## config.mk

```make
export PLATFORM = sky130hd
export DESIGN_NAME = lfsr_stream
export DESIGN_NICKNAME = d
export VERILOG_FILES = /design/src/rtl/lfsr_pkg.sv /design/src/rtl/lfsr_galois_adv.sv /design/src/rtl/lfsr_stream.sv
export SDC_FILE = /design/constraint.sdc
export NUM_CORES = 1
export LEC_CHECK = 0
export BUFFER_PORTS_ARGS = -buffer_cell sky130_fd_sc_hd__buf_2
export CORE_MARGIN = 10
export CORE_UTILIZATION = 55
export CTS_CLUSTER_SIZE = 40
export DETAILED_ROUTE_END_ITERATION = 10
export GPL_TIMING_DRIVEN = 0
export PLACE_DENSITY = 0.87
export SLEW_MARGIN = 20
export SYNTH_ARGS = -nofsm -noshare
export SYNTH_HDL_FRONTEND = slang
export SYNTH_SLANG_ARGS = --single-unit
```

## constraint.sdc

```tcl
create_clock -name clk_in -period 5.8 [get_ports clk_in]
set_clock_uncertainty 0.15 [all_clocks]
set_input_delay 0.58 -clock clk_in [delete_from_list [all_inputs] [get_ports clk_in]]
set_output_delay 0.58 -clock clk_in [all_outputs]
set_load 0.02 [all_outputs]
```

## src/rtl/lfsr_pkg.sv

```systemverilog
// Shared LFSR constants: default Galois tap masks per width and a width-generic
// single-step helper used by the advance unroll.
package lfsr_pkg;

   localparam logic [2:0]  TAPS_3  = 3'h3;
   localparam logic [3:0]  TAPS_4  = 4'h3;
   localparam logic [7:0]  TAPS_8  = 8'h1D;
   localparam logic [15:0] TAPS_16 = 16'h4003;
   localparam logic [31:0] TAPS_32 = 32'h0040_0007;

   // Operates on a 32-bit container; bits at and above w are forced to zero.
   function automatic logic [31:0] galois_step(input logic [31:0] s,
                                               input logic [31:0] taps,
                                               input int unsigned w);
      logic [31:0] mask;
      logic        msb;
      mask = (w >= 32) ? '1 : ((32'd1 << w) - 32'd1);
      msb  = |(s & (32'd1 << (w - 1)));
      return ((s << 1) ^ (msb ? taps : '0)) & mask;
   endfunction

endpackage

```

## src/rtl/lfsr_galois_adv.sv

```systemverilog
// Combinational STEPS-fold Galois advance of a WIDTH-bit LFSR state.
module lfsr_galois_adv
   import lfsr_pkg::*;
#(
   parameter int unsigned      WIDTH = 16,
   parameter logic [WIDTH-1:0] TAPS  = TAPS_16,
   parameter int unsigned      STEPS = 1
) (
   input  logic [WIDTH-1:0] state_i,
   output logic [WIDTH-1:0] adv_o
);

   localparam logic [31:0] TAPS32 = 32'(TAPS);

   logic [31:0] acc;

   always_comb begin
      acc = 32'(state_i);
      for (int unsigned i = 0; i < STEPS; i++) begin
         acc = galois_step(acc, TAPS32, WIDTH);
      end
      adv_o = acc[WIDTH-1:0];
   end

endmodule

```

## src/rtl/lfsr_stream.sv

```systemverilog
// Galois LFSR word generator with valid/ready output, seed loading with
// zero-seed substitution, and period-wrap detection.
module lfsr_stream
   import lfsr_pkg::*;
#(
   parameter int unsigned      WIDTH        = 16,
   parameter logic [WIDTH-1:0] TAPS         = TAPS_16,
   parameter int unsigned      STEPS        = 1,
   parameter logic [WIDTH-1:0] DEFAULT_SEED = {{(WIDTH-1){1'b0}}, 1'b1}
) (
   input  logic             clk_in,
   input  logic             rst_in,
   input  logic             en_in,
   input  logic             load_in,
   input  logic [WIDTH-1:0] seed_in,
   input  logic             out_ready_in,
   output logic             out_valid_out,
   output logic [WIDTH-1:0] out_data_out,
   output logic             wrap_out,
   output logic [WIDTH-1:0] period_out
);

   logic [WIDTH-1:0] state_q, state_d;
   logic [WIDTH-1:0] start_q, start_d;
   logic [WIDTH-1:0] count_q, count_d;
   logic [WIDTH-1:0] period_q, period_d;
   logic             valid_q, valid_d;
   logic             wrap_q, wrap_d;
   logic [WIDTH-1:0] adv;
   logic [WIDTH-1:0] seed_eff;
   logic             xfer;

   lfsr_galois_adv #(
      .WIDTH (WIDTH),
      .TAPS  (TAPS),
      .STEPS (STEPS)
   ) u_adv (
      .state_i (state_q),
      .adv_o   (adv)
   );

   assign seed_eff = (seed_in == '0) ? DEFAULT_SEED : seed_in;
   assign xfer     = valid_q & out_ready_in;

   always_comb begin
      state_d  = state_q;
      start_d  = start_q;
      count_d  = count_q;
      period_d = period_q;
      wrap_d   = 1'b0;
      valid_d  = en_in & ~load_in;
      // Load wins over a handshake on the same cycle; valid drops so the old
      // word is never paired with the new seed.
      if (load_in) begin
         state_d = seed_eff;
         start_d = seed_eff;
         count_d = '0;
      end else if (xfer) begin
         state_d = adv;
         if (adv == start_q) begin
            wrap_d   = 1'b1;
            period_d = count_q + 1'b1;
            count_d  = '0;
         end else begin
            count_d = count_q + 1'b1;
         end
      end
   end

   always_ff @(posedge clk_in or posedge rst_in) begin
      if (rst_in) begin
         state_q  <= DEFAULT_SEED;
         start_q  <= DEFAULT_SEED;
         count_q  <= '0;
         period_q <= '0;
         valid_q  <= 1'b0;
         wrap_q   <= 1'b0;
      end else begin
         state_q  <= state_d;
         start_q  <= start_d;
         count_q  <= count_d;
         period_q <= period_d;
         valid_q  <= valid_d;
         wrap_q   <= wrap_d;
      end
   end

   assign out_valid_out = valid_q;
   assign out_data_out  = state_q;
   assign wrap_out      = wrap_q;
   assign period_out    = period_q;

endmodule

```

==> key figures <==
Timing
  – Slew Limit Fails: 0
  – Post-route clock period utilization: 45.4%
  – Final hold violation count: 0
  – Setup repair after global routing missed its margin: false
  – Peak Freq: 380 MHz
  – Hold slack: 0.0101 ns
  – Setup TNS: 0 ns
  – Setup violators final: 0
  – Slew of the pin with the lowest slew margin: 0.677 ns
  – Min cycle time layout: 2.63 ns
  – Worst rel slew slack: 54.4%

Cells and area
  – Layout cells sized above 1: 23.4%
  – Fin nets: 440
  – Antenna cell count: 0
  – Fill cells: 467
  – P&R area growth vs syn: 18.9%

Routing
  – Remaining antenna violation count: 0
  – Via-to-Cell Ratio: 5.79
  – WL final: 8.35 mm
  – Initial drt markers: 226
  – Routed wire per std cell: 16.8 um
  – Residual DRC: 0
  – Routed vias: 2885
  – Drt pass-1 iters: 5

Clock network
  – CTS tree: yes
  – H-Tree Depth: 3
  – Clk buf depth: 2
  – PostCTS Resize Cnt: 0
  – Worst-Skew Late Latency: 0.35 ns
  – Root Driver: clkbuf_8
  – CTS Buf Count: 9
  – Worst-path clk slew: 0.08 ns
  – Postcts setup bufs: 0
  – Cts hold-fix bufs: 0
  – Clk sinks: 66

GRT
  – Initial antenna violation count: 0
  – Vias in the first global route: 2906
  – Total Routing Usage GR: 17.5%
  – Grt ovf: 0
  – Largest net degree at the start of global routing: 49
  – First-pass GRT wire length: 14.1 mm

Power and ir drop
  – Design Power: 1.12 mW
  – Pwr Density: 277 mW/mm2
  – Reported leakage power: 1.90 nW
  – Peak VDD IR: 0.000167 V

Worst setup path
  – Worst-path fanout max: 7
  – Critical path endpoint category: register
  – WS Path Type: register to register
  – Slowest CP cell: nor4_1
  – Most used cell, CP: nand3_1
  – Max incr delay on CP: 0.69 ns
  – CP Buf/Inv Count: 0
  – CP Data Required Time: 5.89 ns
  – Kind of cell adding the most delay to the critical path: simple AND/OR/NAND/NOR gates
  – Arr. time, crit path: 2.72 ns
  – Crit path cell chain: ha_1 > nand3_1 > nor4_1 > nand3_1 > xnor2_1 > mux2_2
  – Crit start category: register

Floorplanning
  – Die H: 98.5 um
  – Top-level I/O count: 55
  – Total core area: 0.00596 mm2
  – Die Span X: 98.5 um
  – Die Area: 0.00971 mm2
  – Starting density of the core: 57.0%
  – Std cell rows: 28

Placed design
  – IO Port Bufs: 53
  – Placer Congestion: 0.907
  – Hpwl dp: 6.06 mm

Synth
  – Synth Instances: 353
  – Synth Warn #: 0
  – Synth cell types: 38
  – Synthesized cell area: 0.00339 mm2
  – #FFs+latches synth: 66
  – Net Count, Synth: 375
  – Post-synthesis sequential area ratio: 48.7%
  – Synth Area per Inst: 9.61 um2

Hold path
  – Hold Path Class: input port to async pin

Status
  – Outcome: complete, no violations

Run
  – Maxcap violations: 0
[synth_stat cells (all sizes together)]
library cell | number | area, um2
nor2 | 26 | 97.6
or2 | 2 | 12.5
dfstp | 2 | 52.6
nor2b | 7 | 43.8
a41oi | 1 | 8.76
o22ai | 11 | 68.8
and3 | 2 | 12.5
clkbuf | 19 | 71.3
nor4 | 13 | 109
inv | 18 | 67.6
nor3 | 9 | 45.0
dfrtp | 64 | 1600
o31a | 1 | 8.76
mux2i | 3 | 30.0
a31oi | 1 | 6.26
and2 | 6 | 37.5
o2111ai | 1 | 15.0
o21ai | 32 | 160
nand2b | 1 | 6.26
nand2 | 36 | 138
mux2 | 16 | 210
o21a | 4 | 30.0
nand3 | 7 | 35.0
nand4 | 4 | 25.0
a32o | 2 | 20.0
a21oi | 24 | 120
xor2 | 21 | 184
buf | 3 | 27.5
ha | 1 | 12.5
and4 | 3 | 26.3
nor4b | 1 | 8.76
nor3b | 3 | 22.5
xnor2 | 9 | 78.8
[state kept, by name, summed over array words and instances, names as in the netlist]
signal and flops:
count_q 16, wrap_out 1, period_out 16, out_data_out 16, start_q 16, out_valid_out 1
[worst paths after layout]
path	startpoint	end	slack, ns	cells past startpoint
min in group clk_in	en_in	out_valid_out	0.30	2
worst max register to register	count_q[0]	period_out[14]	3.17	6
worst max-delay path	count_q[0]	period_out[14]	3.17	6
max in group asynchronous	rst_in	start_q[0]	4.92	3
worst min register to register	period_out[12]	period_out[12]	0.35	1
worst min-delay path	rst_in	period_out[4]	0.01	2
[logic make-up (layout without fill, tap and decap cells)]
logic type	Yosys count	count (layout)	synth area share, %
compound gates	77	77	12.9
fa+ha+maj	1	1	0.369
xor+xnor	30	30	7.74
mux	19	19	7.08
flops	66	66	48.7
buf+inv	40	110	4.90
simple gates	120	120	18.3
[worst reg2reg max path, delay by kind of cell, from the launching register on]
family	cells	cell delay (ns)
adder cells (fa/ha/maj)	1	0.27
multiplexers	1	0.26
AND/OR/NAND/NOR	3	1.21
XOR/XNOR	1	0.17
flip-flops	1	0.46
[layout make-up]
| cell class | instances | area, um2 | share of cell area, % |
|---|---|---|---|
| flip-flops and latches | 66 | 1650 | 41.0 |
| inverters | 18 | 70.1 | 1.74 |
| clock inverters | 5 | 100 | 2.48 |
| plain buffers | 22 | 98.8 | 2.45 |
| clock buffers | 11 | 151 | 3.75 |
| repair buffers | 54 | 293 | 7.26 |
| well taps | 75 | 93.8 | 2.33 |
| multi-input cells | 247 | 1570 | 39.0 |
[per-stage QoR]
stage          std cells  utilization, %  setup slack (ns)  cell area [um2]
5_1_grt              498            67.7              3.05             4030
3_5_place_dp         482            63.5              3.23             3780
3_3_place_gp         481            63.0              2.63             3750
6_report             498            67.7              3.17             4030
2_1_floorplan        353               -              3.42             3390
4_1_cts              498            67.7              3.20             4030
[power breakdown]
part	leakage, nW	total [mW]	internal [mW]	switching [mW]
combinational	0.923	0.127	0.0453	0.0816
sequential	0.850	0.507	0.484	0.0234
clock	0.129	0.485	0.307	0.177
[routing by layer]
layer  global-route usage, %  part of all wire [%]
met1                    21.5                    42
met2                    28.7                    49
met3                    4.68                   6.1
met4                    6.84                   2.0
met5                       0                     0
[placed cells by master, fill, tap and decap left out, types with 6 or more instances in the layout]
cell      synthesis  final
nor2_1           26     26
clkbuf_8          0     11
mux2_4            8      8
o22ai_1          11     11
and2_1            6      6
nor2b_1           7      7
clkbuf_1         19     19
xor2_1           21     21
a21oi_1          24     24
inv_1            18     17
nor4_1           10     10
o21ai_0          32     32
nand3_1           7      7
nand2_1          35     35
buf_2             1     54
xnor2_1           9      9
mux2_2            8      8
dfrtp_1          64     64
nor3_1            9      9
Power figures use the tool's default switching activity.
